[src/rtl/drive_pkg.sv]
// drive_pkg
//   Shared types and constants for the line-follower drive controller:
//   planner action codes, motor direction codes, the per-period motor
//   command record, the line decoder's steer classes and the controller's
//   two-state phase.
//   No ports (package).
package drive_pkg;

  typedef enum logic [2:0] {
    ACT_FOLLOW  = 3'b000,
    ACT_LEFT    = 3'b001,
    ACT_RIGHT   = 3'b010,
    ACT_STOP    = 3'b011,
    ACT_REVERSE = 3'b100
  } action_t;

  typedef enum logic [1:0] {
    DIR_STOP = 2'b00,
    DIR_CW   = 2'b01,
    DIR_CCW  = 2'b10
  } dir_t;

  typedef struct packed {
    logic l_en;
    dir_t l_dir;
    logic r_en;
    dir_t r_dir;
  } motor_cmd_t;

  typedef enum logic [2:0] {
    STEER_FWD,
    STEER_GLEFT,
    STEER_SLEFT,
    STEER_GRIGHT,
    STEER_SRIGHT,
    STEER_CROSS
  } steer_t;

  typedef enum logic {
    ST_SYNC = 1'b0,
    ST_RUN  = 1'b1
  } state_t;

  // A disabled motor's direction field is never seen at the pins that
  // matter (its reset holds it idle), so it is parked at DIR_STOP.
  localparam motor_cmd_t CMD_FWD    = '{l_en: 1'b1, l_dir: DIR_CCW,  r_en: 1'b1, r_dir: DIR_CW};
  localparam motor_cmd_t CMD_BACK   = '{l_en: 1'b1, l_dir: DIR_CW,   r_en: 1'b1, r_dir: DIR_CCW};
  localparam motor_cmd_t CMD_GLEFT  = '{l_en: 1'b0, l_dir: DIR_STOP, r_en: 1'b1, r_dir: DIR_CW};
  localparam motor_cmd_t CMD_SLEFT  = '{l_en: 1'b1, l_dir: DIR_CW,   r_en: 1'b1, r_dir: DIR_CW};
  localparam motor_cmd_t CMD_GRIGHT = '{l_en: 1'b1, l_dir: DIR_CCW,  r_en: 1'b0, r_dir: DIR_STOP};
  localparam motor_cmd_t CMD_SRIGHT = '{l_en: 1'b1, l_dir: DIR_CCW,  r_en: 1'b1, r_dir: DIR_CCW};
  localparam motor_cmd_t CMD_BRAKE  = '{l_en: 1'b1, l_dir: DIR_STOP, r_en: 1'b1, r_dir: DIR_STOP};

  // Unknown action codes degrade to a stop.
  function automatic action_t decode_action(input logic [2:0] code);
    case (code)
      3'b000:  return ACT_FOLLOW;
      3'b001:  return ACT_LEFT;
      3'b010:  return ACT_RIGHT;
      3'b100:  return ACT_REVERSE;
      default: return ACT_STOP;
    endcase
  endfunction

  function automatic motor_cmd_t steer_to_cmd(input steer_t s);
    case (s)
      STEER_GLEFT:  return CMD_GLEFT;
      STEER_SLEFT:  return CMD_SLEFT;
      STEER_GRIGHT: return CMD_GRIGHT;
      STEER_SRIGHT: return CMD_SRIGHT;
      STEER_CROSS:  return CMD_BRAKE;
      default:      return CMD_FWD;
    endcase
  endfunction

endpackage

[src/rtl/line_decoder.sv]
// line_decoder
//   Combinational floor-sensor classifier. Counts line (0) readings on each
//   side of the middle sensor and picks a steer class.
//   Ports:
//     sensor [SENSOR_W] in  : 1 = white, 0 = line; MSB is leftmost
//     steer  (steer_t)  out : FWD / GLEFT / SLEFT / GRIGHT / SRIGHT / CROSS
module line_decoder
  import drive_pkg::*;
#(
  parameter int SENSOR_W = 3
) (
  input  logic [SENSOR_W-1:0] sensor,
  output steer_t              steer
);

  localparam int M     = SENSOR_W / 2;
  localparam int CNT_W = $clog2(SENSOR_W + 1);

  logic [CNT_W-1:0] l_cnt;
  logic [CNT_W-1:0] r_cnt;

  always_comb begin
    l_cnt = '0;
    r_cnt = '0;
    for (int i = 0; i < M; i++) begin
      r_cnt = r_cnt + CNT_W'(~sensor[i]);
      l_cnt = l_cnt + CNT_W'(~sensor[M + 1 + i]);
    end
  end

  // Middle sensor on the line means a gentle correction (one wheel idle);
  // middle on white means the line is drifting away, so spin in place.
  always_comb begin
    steer = STEER_FWD;
    if (sensor == '0) begin
      steer = STEER_CROSS;
    end else if (l_cnt > r_cnt) begin
      steer = sensor[M] ? STEER_SLEFT : STEER_GLEFT;
    end else if (r_cnt > l_cnt) begin
      steer = sensor[M] ? STEER_SRIGHT : STEER_GRIGHT;
    end
  end

endmodule

[src/rtl/drive_sequencer.sv]
// drive_sequencer
//   Per-period drive controller. A one-cycle SYNC restarts the shared
//   timebase and latches the next period's motor command; RUN then drives
//   that command until the timebase reaches PERIOD.
//   Ports:
//     clk, reset                 : clock, synchronous active-high reset
//     sensor [SENSOR_W]      in  : floor sensor bar (1 = white)
//     count_in [COUNT_W]     in  : shared timebase count
//     count_reset            out : restarts the timebase (high in SYNC)
//     action [3], action_valid in / action_ready out : planner handshake
//     action_done            out : 1-cycle completion pulse (in SYNC)
//     action_timeout         out : qualifies action_done for timed-out turns
//     motor_{l,r}_reset      out : 1 = motor generates no pulses
//     motor_{l,r}_direction  out : 01 cw, 10 ccw, 00 stop
module drive_sequencer
  import drive_pkg::*;
#(
  parameter int SENSOR_W    = 3,
  parameter int COUNT_W     = 21,
  parameter int PERIOD      = 2_000_000,
  parameter int TURN_MAX    = 8,
  parameter int REV_PERIODS = 4
) (
  input  logic                clk,
  input  logic                reset,
  input  logic [SENSOR_W-1:0] sensor,
  input  logic [COUNT_W-1:0]  count_in,
  output logic                count_reset,
  input  logic [2:0]          action,
  input  logic                action_valid,
  output logic                action_ready,
  output logic                action_done,
  output logic                action_timeout,
  output logic                motor_l_reset,
  output logic                motor_r_reset,
  output logic [1:0]          motor_l_direction,
  output logic [1:0]          motor_r_direction
);

  localparam int M      = SENSOR_W / 2;
  localparam int PMAX   = (TURN_MAX > REV_PERIODS) ? TURN_MAX : REV_PERIODS;
  localparam int PCNT_W = $clog2(PMAX + 1);
  localparam logic [COUNT_W-1:0] PERIOD_C = COUNT_W'(PERIOD);

  state_t            state_reg, state_next;
  logic              pending_reg, pending_next;
  action_t           pend_act_reg, pend_act_next;
  logic              active_reg, active_next;
  action_t           act_reg, act_next;
  logic [PCNT_W-1:0] period_cnt_reg, period_cnt_next;
  logic [PCNT_W-1:0] period_inc;
  logic              seen_white_reg, seen_white_next;
  motor_cmd_t        cmd_reg, cmd_next;
  logic              done_c, timeout_c;
  steer_t            steer;
  motor_cmd_t        steer_cmd;

  line_decoder #(.SENSOR_W(SENSOR_W)) u_line_decoder (
    .sensor (sensor),
    .steer  (steer)
  );

  assign steer_cmd  = steer_to_cmd(steer);
  assign period_inc = period_cnt_reg + PCNT_W'(1);

  // ---------------- FSM: state register ----------------
  always_ff @(posedge clk) begin
    if (reset) state_reg <= ST_SYNC;
    else       state_reg <= state_next;
  end

  // ---------------- FSM: next state ----------------
  always_comb begin
    state_next = state_reg;
    case (state_reg)
      ST_SYNC: state_next = ST_RUN;
      ST_RUN:  if (count_in >= PERIOD_C) state_next = ST_SYNC;
      default: state_next = ST_SYNC;
    endcase
  end

  // ---------------- FSM: outputs ----------------
  always_comb begin
    action_ready = !pending_reg && !active_reg;
    if (state_reg == ST_SYNC) begin
      count_reset       = 1'b1;
      motor_l_reset     = 1'b1;
      motor_r_reset     = 1'b1;
      motor_l_direction = DIR_CW;
      motor_r_direction = DIR_CW;
      action_done       = done_c;
      action_timeout    = timeout_c;
    end else begin
      count_reset       = 1'b0;
      motor_l_reset     = !cmd_reg.l_en;
      motor_r_reset     = !cmd_reg.r_en;
      motor_l_direction = cmd_reg.l_dir;
      motor_r_direction = cmd_reg.r_dir;
      action_done       = 1'b0;
      action_timeout    = 1'b0;
    end
  end

  // ---------------- action sequencing ----------------
  // Everything is decided in SYNC. An action activated in a SYNC only sets
  // up its first period; completion is judged at the SYNCs that end its
  // periods. Follow is the exception: it needs the sensors to pick its
  // first command, so a crossing under the robot finishes it at once.
  always_comb begin
    pending_next    = pending_reg;
    pend_act_next   = pend_act_reg;
    active_next     = active_reg;
    act_next        = act_reg;
    period_cnt_next = period_cnt_reg;
    seen_white_next = seen_white_reg;
    cmd_next        = cmd_reg;
    done_c          = 1'b0;
    timeout_c       = 1'b0;

    if (state_reg == ST_SYNC) begin
      if (active_reg) begin
        case (act_reg)
          ACT_FOLLOW: begin
            if (steer == STEER_CROSS) done_c = 1'b1;
            else                      cmd_next = steer_cmd;
          end
          ACT_LEFT, ACT_RIGHT: begin
            period_cnt_next = period_inc;
            if (sensor[M]) seen_white_next = 1'b1;
            // Back on the line after leaving it wins over the timeout.
            if (seen_white_reg && !sensor[M]) begin
              done_c = 1'b1;
            end else if (period_inc >= PCNT_W'(TURN_MAX)) begin
              done_c    = 1'b1;
              timeout_c = 1'b1;
            end else begin
              cmd_next = (act_reg == ACT_LEFT) ? CMD_SLEFT : CMD_SRIGHT;
            end
          end
          ACT_REVERSE: begin
            period_cnt_next = period_inc;
            if (period_inc >= PCNT_W'(REV_PERIODS)) done_c = 1'b1;
            else                                    cmd_next = CMD_BACK;
          end
          default: done_c = 1'b1;
        endcase
        if (done_c) begin
          active_next = 1'b0;
          cmd_next    = CMD_BRAKE;
        end
      end else if (pending_reg) begin
        pending_next    = 1'b0;
        active_next     = 1'b1;
        act_next        = pend_act_reg;
        period_cnt_next = '0;
        seen_white_next = 1'b0;
        case (pend_act_reg)
          ACT_FOLLOW: begin
            if (steer == STEER_CROSS) begin
              done_c      = 1'b1;
              active_next = 1'b0;
              cmd_next    = CMD_BRAKE;
            end else begin
              cmd_next = steer_cmd;
            end
          end
          ACT_LEFT:    cmd_next = CMD_SLEFT;
          ACT_RIGHT:   cmd_next = CMD_SRIGHT;
          ACT_REVERSE: cmd_next = CMD_BACK;
          default:     cmd_next = CMD_BRAKE;
        endcase
      end else begin
        cmd_next = CMD_BRAKE;
      end
    end

    // action_ready excludes a pending or active action, so this never
    // collides with the activation path above.
    if (action_valid && action_ready) begin
      pending_next  = 1'b1;
      pend_act_next = decode_action(action);
    end
  end

  always_ff @(posedge clk) begin
    if (reset) begin
      pending_reg    <= 1'b0;
      pend_act_reg   <= ACT_STOP;
      active_reg     <= 1'b0;
      act_reg        <= ACT_STOP;
      period_cnt_reg <= '0;
      seen_white_reg <= 1'b0;
      cmd_reg        <= CMD_BRAKE;
    end else begin
      pending_reg    <= pending_next;
      pend_act_reg   <= pend_act_next;
      active_reg     <= active_next;
      act_reg        <= act_next;
      period_cnt_reg <= period_cnt_next;
      seen_white_reg <= seen_white_next;
      cmd_reg        <= cmd_next;
    end
  end

endmodule

[config.mk]
export PLATFORM = sky130hd
export DESIGN_NAME = drive_sequencer
export DESIGN_NICKNAME = d
export VERILOG_FILES = /design/src/rtl/drive_pkg.sv /design/src/rtl/line_decoder.sv /design/src/rtl/drive_sequencer.sv
export SDC_FILE = /design/constraint.sdc
export NUM_CORES = 1
export LEC_CHECK = 0
export ABC_AREA = 1
export CAP_MARGIN = 20
export CORE_MARGIN = 2
export CORE_UTILIZATION = 46
export DETAILED_ROUTE_END_ITERATION = 8
export PLACE_DENSITY_LB_ADDON = 0.05
export SETUP_SLACK_MARGIN = 0.1
export SLEW_MARGIN = 20
export SYNTH_ARGS = -nofsm -noshare
export SYNTH_HDL_FRONTEND = slang
export SYNTH_SLANG_ARGS = --single-unit
[constraint.sdc]
create_clock -name clk -period 1.9 [get_ports clk]
set_input_delay 0.19 -clock clk [delete_from_list [all_inputs] [get_ports clk]]
set_output_delay 0.19 -clock clk [all_outputs]
set_load 0.05 [all_outputs]
==> Word level (Yosys, flattened, before mapping) <==
Cells that the tools add are included.
Widths: inputs -> output; s select.
{ "totals": {"ff_bits": 20, "latchBits": 0, "ram_bits": 0, "rom_bits": 0, "inputBits": 30, "out_inout_bits": 10, "wordCells": 120, "memories": 0} }
{ "op_classes": {"n_addsub": 1, "mul": 0, "div_mod_pow": 0, "order_cmp": 5, "eq_ne": 24, "shifts": 0, "muxes": 55, "bitwise_logic": 4, "reduce_logical": 20} }
{ "ops": {"columns": ["operator", "count"], "rows": [
  ["$mux 6", 8],
  ["$pmux 6 s4", 2],
  ["$mux 1", 30],
  ["$ge 21x21->1 const B", 1],
  ["$pmux 6 s3", 1],
  ["$ne 4x4->1 const B", 4],
  ["$eq 3x2->1 const B", 5],
  ["$eq 3x3->1 const B", 5],
  ["$eq 3x1->1 const B", 4],
  ["$logic_not 3->1", 4],
  ["$mux 3", 4],
  ["$mux 4", 3],
  ["$pmux 3 s4", 1],
  ["$mux 2", 3],
  ["$ne 2x1->1 const B", 3],
  ["$reduce_and 3->1", 2],
  ["$reduce_and 6->1", 1],
  ["$logic_not 1->1", 5],
  ["$mux 5", 1],
  ["$ne 5x1->1 const B", 1],
  ["$add 4x1->4 const B", 1],
  ["$ge 4x3->1 const B", 1],
  ["$ge 4x4->1 const B", 1],
  ["$gt 2x2->1", 2],
  ["other kinds (11)", 16]
]} }

==> Longest topological paths before layout <==
{ "depth": {"depth_word": 12, "depth_mapped": 12, "ltp_nobuf": 12} }

==> By module <==
From an unflattened synthesis, not the netlist that was laid out.
{ "unflattened": {"cells_unflattened": 204, "hier_area_um2": 1322.5} }
{ "by_module_without_submodules": {"columns": ["module", "n_inst", "cells_each", "area_per_inst_um2"], "rows": [
  ["drive_sequencer", 1, 192, 1276.2],
  ["line_decoder", 1, 12, 46.3]
]} }

==> Worst setup path before layout <==
No wires, ideal clock.
{ "synth_path": {"kind": "register to output", "start": "reg active_reg", "end": "out action_done", "t_arrival_ns": 1.741, "setup_slack_ns": -0.031, "path_stages_with_launch": 6, "n_path_buf": 1, "cell_sequence": "dfxtp_1 > buf_4 > nor2_1 > nor2_1 > o21ai_0 > nor2_1"} }
{ "synth_between": {"elab_chain_len": 2} }
{ "synth_lines": {"columns": ["element", "line", "text"], "rows": [
  ["start, declared", "drive_sequencer.sv:48", "logic active_reg, active_next;"],
  ["start signal, assigned", "drive_sequencer.sv:197", "active_reg <= active_next;"],
  ["$mux 1", "drive_sequencer.sv:121", "if (active_reg) begin"],
  ["$mux 1", "drive_sequencer.sv:85", "if (state_reg == ST_SYNC) begin"],
  ["end, declared", "drive_sequencer.sv:32", "output logic action_done,"]
]} }
Every way passes these cells.

==> Final worst setup path <==
{ "layout_path": {"start": "reg period_cnt_reg[0]", "end": "out action_done"} }
{ "layout_between": {"elab_chain_len": 9, "elab_cells_between_ends": 11} }
{ "layout_lines": {"columns": ["element", "line", "text"], "rows": [
  ["start, declared", "drive_sequencer.sv:50", "logic [PCNT_W-1:0] period_cnt_reg, period_cnt_next;"],
  ["start signal, assigned", "drive_sequencer.sv:199", "period_cnt_reg <= period_cnt_next;"],
  ["$add 4x1->4 (*)", "drive_sequencer.sv:64", "assign period_inc = period_cnt_reg + PCNT_W'(1);"],
  ["$ge 4x4->1", "drive_sequencer.sv:133", "end else if (period_inc >= PCNT_W'(TURN_MAX)) begin"],
  ["$mux 1", "drive_sequencer.sv:133", null],
  ["$mux 1", "drive_sequencer.sv:131", "if (seen_white_reg && !sensor[M]) begin"],
  ["$pmux 1 s3 (*)", "drive_sequencer.sv:122", "case (act_reg)"],
  ["$mux 1 (*)", "drive_sequencer.sv:121", null],
  ["$mux 1 (*)", "drive_sequencer.sv:120", "if (state_reg == ST_SYNC) begin"],
  ["$mux 1 (*)", "drive_sequencer.sv:121", null],
  ["$mux 1 (*)", "drive_sequencer.sv:85", null]
]} }
Mark *: on every way between the ends. The rest lies on a longest branch, timed or not. The select of a mux whose other input is x is not followed.

==> impl_metrics.yaml <==
detailed_routing:
  wl_met1_um: 1681
  wirelength_um: 3559
  wl_per_cell_um: 12.76
  dr.pass1.iters: 4
  drtAntennaViolNets: 0
  drc: 0
  drt_iter0_markers: 55
  top_layer: "met4"
  num_vias: 1471
  wl_met3_um: 160
  viasPerCell: 5.272
  wl_met2_um: 1646
pwr:
  ir_drop_mv: 0.5296
  power.density_nw_per_um2: 572.3
  power_switching_uw: 374.9
  static-leakage-power_nw: 0.8805
  switching_share_pct: 34.60
  seqPwrFrac_pct: 43.8
  finalPower_mw: 1.083
  power_frac_clock_pct: 23.9
  p_comb_share_pct: 32.3
  internal-power_uw: 708.6
grt:
  grt_pass1_wl_um: 5768
  track_usage_pct: 21.75
  grt_pass1_vias: 1426
  overflow: 0
  antenna_found_initial: 0
  grt_start_max_net_pins: 13
clock_network:
  worst_skew_pair.late_latency_ps: 300
  htreeDepth: 1
  clk_pin_slew_ps: 120
  cts-root-buf: "clkbuf_4"
  clock-sinks: 20
  cts_hold_buf: 0
  cts_tree: "yes"
  cts_inserted_buffers: 3
  clockBufferDepth: 2
timing:
  setup_tns_ps: 0
  hold_ws_ps: 493.1
  tightest_slew_ps: 500.0
  setup_ws_ps: 0.3221
  post-route-period-util_pct: 99.98
  rsz0062_at_grt: "true"
  final-setup-viol-count: 0
  hold_viol: 0
  timing.slew.headroom_pct: 66.61
  fmax_mhz: 526.4
  min_period_ps: 1900
  fin_skew_ps: 1.979
  final-max-slew-violation-count: 0
logic_synthesis:
  synth_top_family_by_area: "simple AND/OR/NAND/NOR gates"
  synth_ff_type: "dfxtp_1"
  synth_compound_area_share_pct: 18.96
  synth_edf_count: 0
  synthMuxAreaShare_pct: 0
  async_flop_share_pct: 0
  synth_adder_area_share_pct: 0.9625
  synth_cells: 199
  synth_cell_type_count: 34
  yosys_warnings: 0
  synth-seq-cells: 20
  synth_nets: 230
  ys_seq_area_share_pct: 30.80
  syn_area_per_cell_sq_um: 6.533
  synth-simple-area-share_pct: 39.17
  yosys.area_share.xor_xnor_pct: 0.6737
  syn_area_sq_um: 1300
cells_and_area:
  final_cell_count_no_fill: 279
  final_area_sq_um: 1893
  area_growth_pct: 45.62
  final_core_util_pct: 69.85
  diodes: 0
  seqCellArea_sq_um: 407.9
  drive_gt1_share_pct: 30.65
  final_nets: 280
  largest_register_ffs: 6
  multi_input_area_sq_um: 848.3
  fillers: 232
worst_setup_path:
  critPathBufInv: 2
  crit_required_ps: 1710
  arrival_ps: 1710
  r2r_slack_ps: 270
  crit_family: "simple AND/OR/NAND/NOR gates"
  end_kind: "output port"
  cpPeakStageDelay_ps: 380
  ff2ff_path_depth: 12
  path_depth: 8
  crit_chain: "buf_6, nand4_1, nand3_2, nand2_2, nand2_4, nor3_4, nor2_2, buf_12"
  path_max_fanout: 3
  setup.worst_path.start_class: "flip-flop"
  critPathSlowestCell: "dfxtp_4"
  crit_type: "reg -> out"
placement:
  placed_cells: 263
  dpl_cell_area_sq_um: 1684
  port_buffers: 32
  hpwl_um: 2668
  dp_worst_setup_slack_ps: 35.86
  routabilityCongestion: 0.9455
worst_hold_path:
  whs_path_depth: 2
  hold_path_class: "reg -> reg"
die:
  ios: 40
  die-area_sq_um: 3267
  fp.coreArea_sq_um: 2710
  die_h_um: 57.16
  fp-row-count: 19
  initial_core_util_pct: 47.97
  die_x_um: 57.16
flow_run:
  cap_viol_max_count: 0
outcome:
  status: "finished clean"
==> cell usage in the layout (no fill, tap or decap), drive strengths merged <==
cell,count
nor4,1
or2,2
o2111ai,1
nor3,3
o21a,1
buf,24
inv,28
nand3,14
o211ai,2
clkdlybuf4s50,22
a21oi,13
a31oi,3
nand4,3
o21ai,16
clkbuf,4
ha,1
o22ai,1
a21boi,2
nand2,56
dfxtp,20
dlymetal6s2s,2
a211oi,1
nor2,26
xnor2,1
o31ai,1
==> layer usage <==
| layer | track usage (%) | vias up |
|---|---|---|
| met5 | 0 | - |
| met4 | 5.648 | 0 |
| met3 | 3.175 | 8 |
| met2 | 39.08 | 44 |
| met1 | 27.18 | 664 |
| li1 | - | 755 |
==> timing repair <==
item	CTS	global route
setup buffers	4	8
endpoints found under the hold margin	0	0
pin swaps	5	14
resized for setup	6	16
setup endpoints to repair	1	3
==> cells in the mapped netlist, types with 2 or more instances <==
| cell | count | area share, % |
|---|---|---|
| nand4_1 | 3 | 1.4 |
| a31oi_1 | 3 | 1.4 |
| or2_2 | 2 | 0.96 |
| nor2_2 | 2 | 0.96 |
| o211ai_1 | 2 | 1.2 |
| nand2_2 | 5 | 2.4 |
| o21ai_0 | 14 | 5.4 |
| nand2_4 | 4 | 3.5 |
| inv_1 | 18 | 5.2 |
| inv_2 | 9 | 2.6 |
| a21oi_1 | 10 | 3.9 |
| a21boi_0 | 2 | 1.2 |
| nor2_1 | 22 | 6.4 |
| clkbuf_1 | 2 | 0.58 |
| dfxtp_1 | 20 | 31 |
| nor2_4 | 2 | 1.7 |
| nand2_1 | 47 | 14 |
| nand3_1 | 13 | 5.0 |
| a21oi_2 | 3 | 2.0 |
| nor3_1 | 2 | 0.77 |
==> worst reg2reg max path: cells and delay by family (launching register included) <==
family	cells	cell delay (ps)
AND/OR/NAND/NOR	10	920
flip-flops	1	380
buffers and inverters	2	250
==> cell type report <==
class	count	area share, %
clock buffers	4	1.917
inverters	28	5.684
multi-input cells	148	44.81
flip-flops and latches	20	21.55
well taps	31	2.049
repair buffers	48	23.99
==> power by group through the flow <==
stage	registers [mW]	logic [mW]	clock network, mW
floorplan	0.470	0.214	0
global placement	0.479	0.313	0
detailed placement	0.479	0.317	0
CTS	0.471	0.323	0.262
global route	0.478	0.379	0.287
finish	0.474	0.350	0.259
==> kinds of logic (layout without fill, tap and decap cells) <==
| logic type | Yosys count | after routing |
|---|---|---|
| AND/OR/NAND/NOR | 105 | 105 |
| AO/OA/AOI/OAI | 41 | 41 |
| buffers and inverters | 31 | 80 |
| flip-flops | 20 | 20 |
| adder cells (fa/ha/maj) | 1 | 1 |
| XOR/XNOR | 1 | 1 |
==> final timing paths <==
kind / endpoint / start
worst min register to register: seen_white_reg / seen_white_reg
worst min-delay path: seen_white_reg / seen_white_reg
worst max-delay path: action_done / period_cnt_reg[0]
worst max register to register: cmd_reg[2] / period_cnt_reg[0]
Power figures use the tool's default switching activity.
==> patch 1 (same flow settings) <==
The parameter `REV_PERIODS` goes from 4 to 2.
--- a/src/rtl/drive_sequencer.sv
+++ b/src/rtl/drive_sequencer.sv
@@ -19,7 +19,7 @@
   parameter int COUNT_W     = 21,
   parameter int PERIOD      = 2_000_000,
   parameter int TURN_MAX    = 8,
-  parameter int REV_PERIODS = 4
+  parameter int REV_PERIODS = 2
 ) (
   input  logic                clk,
   input  logic                reset,
Formal check against the unedited RTL: not equivalent (Yosys sat finds a counterexample within 10 cycles, from zero or initial values and one cycle with reset high).
==> patch 1 against the unedited design <==
Power decreased by 9.7%. Combinational power decreased by 11%. Setup slack improved by 0.077 ns. Global-route usage decreased by 0.15 points. Wire length decreased by 3.4%. Clock power decreased by 22%. Register-to-register slack got worse by 0.15 ns. Synthesized cell count increased by 3.5%. Sequential cell count unchanged. Final cell count increased by 1.8%. Worst hold slack got worse by 0.0021 ns. Final area increased by 0.13%. Count of clock-buffer cells in the layout decreased by 1. Synthesized area increased by 1.7%.
==> patch 1: results (changes against the unedited design) <==
* Non-filler cells in the finished layout: 284 (+1.8%)
- Vias in the first global route: 1395 (-2.2%)
- Fraction of layout cells with a size suffix above 1: 24.1% (-6.5 points)
- The post-detailed-routing wire length is 3440 um (-3.4%).
- The cell area reported after detailed placement was 1740 um^2 (+3.2%).
- Maximum number of pins on one net before global-route repair: 11 (-2)
* Xor-xnor portion of the synthesized cell area: 0% (-0.67 points)
* Worst reg2reg endpoint: active_reg
- The mean cell area of the mapped netlist came to 6.42 um^2 (-1.7%).
- In this run the most critical hold path is launched from cmd_reg[2].
- Routability congestion estimate: 0.891 (-5.7%)
- The all-layer global routing usage was 21.6% (-0.15 points).
- First-pass GRT wire length: 5750 um (-0.36%)
* Crit path max fanout: 2 (-1)
- Number of cells on the worst reg-to-reg path: 11 (-1)
* Detailed router's first-iteration violation count: 68 (+24%)
- The clock transition at the registers of the reported paths came to 0.10 ns (-0.02 ns).
- Fraction of post-synthesis cell area in the top cell type by area: 30.3% (-0.52 points)
- The number of search-and-repair iterations in the first detailed-routing pass came to 5 (+1).
- The share of the yosys chip area belonging to registers was 30.3% (-0.52 points).
- Setup Slack @ Placement: 0.0886 ns (+0.0528 ns)
* Run status: completed
- Post-route clock skew: 0.0126 ns (+0.0106 ns)
- The maximum resistive drop on vdd came to 419 uV (-21%).
- The critical path arrival is 1.63 ns (-0.08 ns).
- The area fraction in compound gates after synthesis is 20.2% (+1.3 points).
- Internal Pwr Total: 0.643 mW (-9.2%)
- Synth top cells by count: 47 x nand2_1, 31 x inv_1, 20 x dfxtp_1, 17 x o21ai_0
- The half-perimeter wire length after detailed placement is 2660 um (-0.39%).
- Reg2Reg Setup Slack: 0.12 ns (-0.15 ns)
- Synth cell types: 30 (-12%)
- Dpl cells: 272 (+3.4%)
- The adder-cell share of the synthesized area came to 0.946% (-0.016 points).
## patch 1: cell families (layout without fill, tap and decap cells)
kind of cell | after synthesis | in the layout
AND/OR/NAND/NOR | 102 | 102
AO/OA/AOI/OAI | 46 | 46
buffers and inverters | 37 | 84
flip-flops | 20 | 20
adder cells (fa/ha/maj) | 1 | 1
## patch 1: worst max path at each step
stage,cells after the start,start,slack (ns),endpoint
after floorplan,5,act_reg[0],0.11,action_timeout
after global placement,11,sensor[1],0.12,action_done
after detailed placement,11,sensor[1],0.09,action_done
after CTS,9,period_cnt_reg[1],0.05,action_done
after global routing,9,period_cnt_reg[1],-0.04,action_done
final,9,period_cnt_reg[1],0.08,action_done
## patch 1: area by class of cell
class                      count  area [um^2]
tap                           31         38.8
inverter                      34          141
sequential                    20          414
timing repair buffer          47          450
multi-input combinational    149          828
fill                         256          838
clock buffer                   3         22.5
## patch 1: worst register-to-register path: cells and delay by family (launching register included)
kind | cells | cell delay (ns)
adders and majority gates | 1 | 0.23
DFF | 1 | 0.37
AOI/OAI and AO/OA | 1 | 0.14
buffers and inverters | 4 | 0.49
and+or+nand+nor | 5 | 0.50
## patch 1: power groups by stage
stage | combinational (mW) | sequential, mW | clock, mW
after global placement | 0.289 | 0.471 | 0
after global routing | 0.342 | 0.466 | 0.224
after CTS | 0.302 | 0.461 | 0.205
final | 0.313 | 0.463 | 0.203
after detailed placement | 0.295 | 0.473 | 0
after floorplan | 0.188 | 0.468 | 0
## patch 1: repair_timing
action	4_1_cts	5_1_grt
buffers inserted	7	2
resized for setup	10	8
pin swaps	3	3
endpoints found under the setup margin	3	5
cloned	0	0
## patch 1: routing by layer
metal / wire (um) / track usage, %
met3: 195 / 3.13
met1: 1560 / 28.3
met5: 0 / 0
met4: 0 / 2.99
met2: 1690 / 38.6
==> patch 2 (config.mk and constraints unchanged) <==
Without the edit above. Re-encode `action_t` (5 values) as Gray code, 3 bits wide.
--- a/src/rtl/drive_pkg.sv
+++ b/src/rtl/drive_pkg.sv
@@ -9,9 +9,9 @@
   typedef enum logic [2:0] {
     ACT_FOLLOW  = 3'b000,
     ACT_LEFT    = 3'b001,
-    ACT_RIGHT   = 3'b010,
-    ACT_STOP    = 3'b011,
-    ACT_REVERSE = 3'b100
+    ACT_RIGHT   = 3'b011,
+    ACT_STOP    = 3'b010,
+    ACT_REVERSE = 3'b110
   } action_t;
 
   typedef enum logic [1:0] {
Function: same outputs for any inputs over 10 cycles, from zero or initial values and one cycle with reset high; not proved beyond that.
==> patch 2 against the unedited design <==
Final area is 4.5% lower. Die area is 2.6% lower. First-iteration DRC count is 27% higher. Setup slack better by 0.15 ns. Highest routed layer unchanged. Register-to-register slack better by 0.04 ns. Largest cell class unchanged. Power is 12% lower. Wire length is 4.6% lower. Clock skew hardly changed. Synthesized area is 2.8% lower. Critical path type unchanged. Via count is 0.48% lower. Sequential cell count stayed put.
==> patch 2: results (changes against the unedited design) <==
* Vias in the first global route: 1373 (-3.7%)
- Maximum number of pins on one net before global-route repair: 11 (-2)
- The shortest period the worst path allows is 1.75 ns (-0.148 ns).
- By count the netlist is led by 49 x nand2_1, 20 x dfxtp_1, 19 x a21oi_1, 19 x inv_1, 19 x nor2_1.
* Leakage: 0.799 nW (-9.3%)
* Maximum vdd ir drop: 388 uV (-27%)
- The largest fanout on the critical path was 5 (+2).
- Net switching power of the design: 0.320 mW (-15%)
- The number of distinct library cells after synthesis is 29 (-15%).
* Post-route clock skew: 0.00208 ns (+0.000100 ns)
- Fraction of layout cells with a size suffix above 1: 24.1% (-6.6 points)
- Detailed router's first-iteration violation count: 70 (+27%)
* Placed Instance Area: 1690 um^2 (about the same)
- The critical path arrival came to 1.56 ns (-0.15 ns).
- The number of nets in the synthesized netlist is 234 (+1.7%).
- Via Count: 1464 (-0.48%)
* Estimated wirelength of the detail-placed design: 2630 um (-1.3%)
- The clock transition at the registers of the reported paths came to 0.10 ns (-0.02 ns).
- The worst hold path begins at cmd_reg[2].
- The transition time at the pin with the least slew margin was 0.491 ns (-0.00946 ns).
- Number of flip-flops in the largest register: 6 (unchanged)
- Beginning of the worst register-to-register path: period_cnt_reg[1]
- Final wirelength: 3400 um (-4.6%)
- The count of buffers inserted at the top-level ports came to 32 (unchanged).
- Setup Slack @ Placement: 0.122 ns (+0.0863 ns)
- Sequential area share after synthesis: 31.7% (+0.88 points)
- The slack of the worst reg-to-reg path came to 0.31 ns (+0.04 ns).
- The share of power burned in combinational logic is 30.5% (-1.8 points).
* Capture endpoint of the worst hold path: cmd_reg[2]
- Routability congestion estimate: 0.908 (-4.0%)
- Total GRT Usage: 22.4% (+0.67 points)
- Layout net count: 278 (-0.71%)
- Run status: completed
- The global-route wire length before repair was 5730 um (-0.61%).
[patch 2: per-layer routing]
layer | GRT usage, % | share of wire (%) | wire (um) | vias up
li1 | - | - | - | 759
met1 | 29.2 | 45 | 1540 | 647
met2 | 37.3 | 47 | 1580 | 54
met3 | 3.46 | 6.6 | 224 | 4
met4 | 8.50 | 1.3 | 45 | 0
met5 | 0 | 0 | 0 | -
[patch 2: stage by stage]
step	hold WS [ns]	std cells	power [mW]	utilization (%)
after global placement	0.454	268	0.751	62.7
after detailed placement	0.463	268	0.756	62.7
after global routing	0.508	276	1.01	67.3
after CTS	0.487	271	0.956	63.7
after floorplan	0.268	203	0.642	-
final	0.482	276	0.949	67.3
[patch 2: how the worst max path moves through the flow]
stage                 startpoint           to
2_1_floorplan         active_reg  action_done
3_3_place_gp           sensor[1]  action_done
3_5_place_dp           sensor[1]  action_done
4_1_cts        period_cnt_reg[0]  action_done
5_1_grt        period_cnt_reg[1]  action_done
6_report              act_reg[2]  action_done
[patch 2: power by group through the flow]
| stage | sequential, mW | clock [mW] | combinational, mW |
|---|---|---|---|
| CTS | 0.464 | 0.210 | 0.283 |
| global placement | 0.471 | 0 | 0.280 |
| detailed placement | 0.472 | 0 | 0.284 |
| floorplan | 0.464 | 0 | 0.177 |
| global route | 0.468 | 0.225 | 0.319 |
| finish | 0.463 | 0.197 | 0.289 |
[patch 2: what timing repair did]
action                                  CTS  global route
endpoints found under the setup margin    4             2
hold buffers                              0             0
resized for setup                         7            20
pin swaps                                 0             6
cloned                                    0             0
setup buffers                             0             5
[patch 2: area by class of cell]
type                       instances  area (um^2)
multi-input combinational        150          793
fill                             235          878
clock buffer                       3         22.5
inverter                          30          113
timing repair buffer              42          424
tap                               31         38.8
sequential                        20          417
[patch 2: cells by family after synthesis]
kind of cell | share of synthesized area [%]
xor+xnor | 0.693
compound gates | 18.5
flops | 31.7
simple gates | 38.0
buf+inv | 10.1
fa+ha+maj | 0.990
[patch 2: critical path, cell delays in order, from the launching register on]
cell and delay [ns]:
dfxtp_4 0.38, nor2_4 0.12, nand2_1 0.09, nor2_1 0.12, nor2_1 0.05, nand2_1 0.11, nor2_4 0.06, nand2_2 0.07
nand3_2 0.07, inv_2 0.08, buf_12 0.13
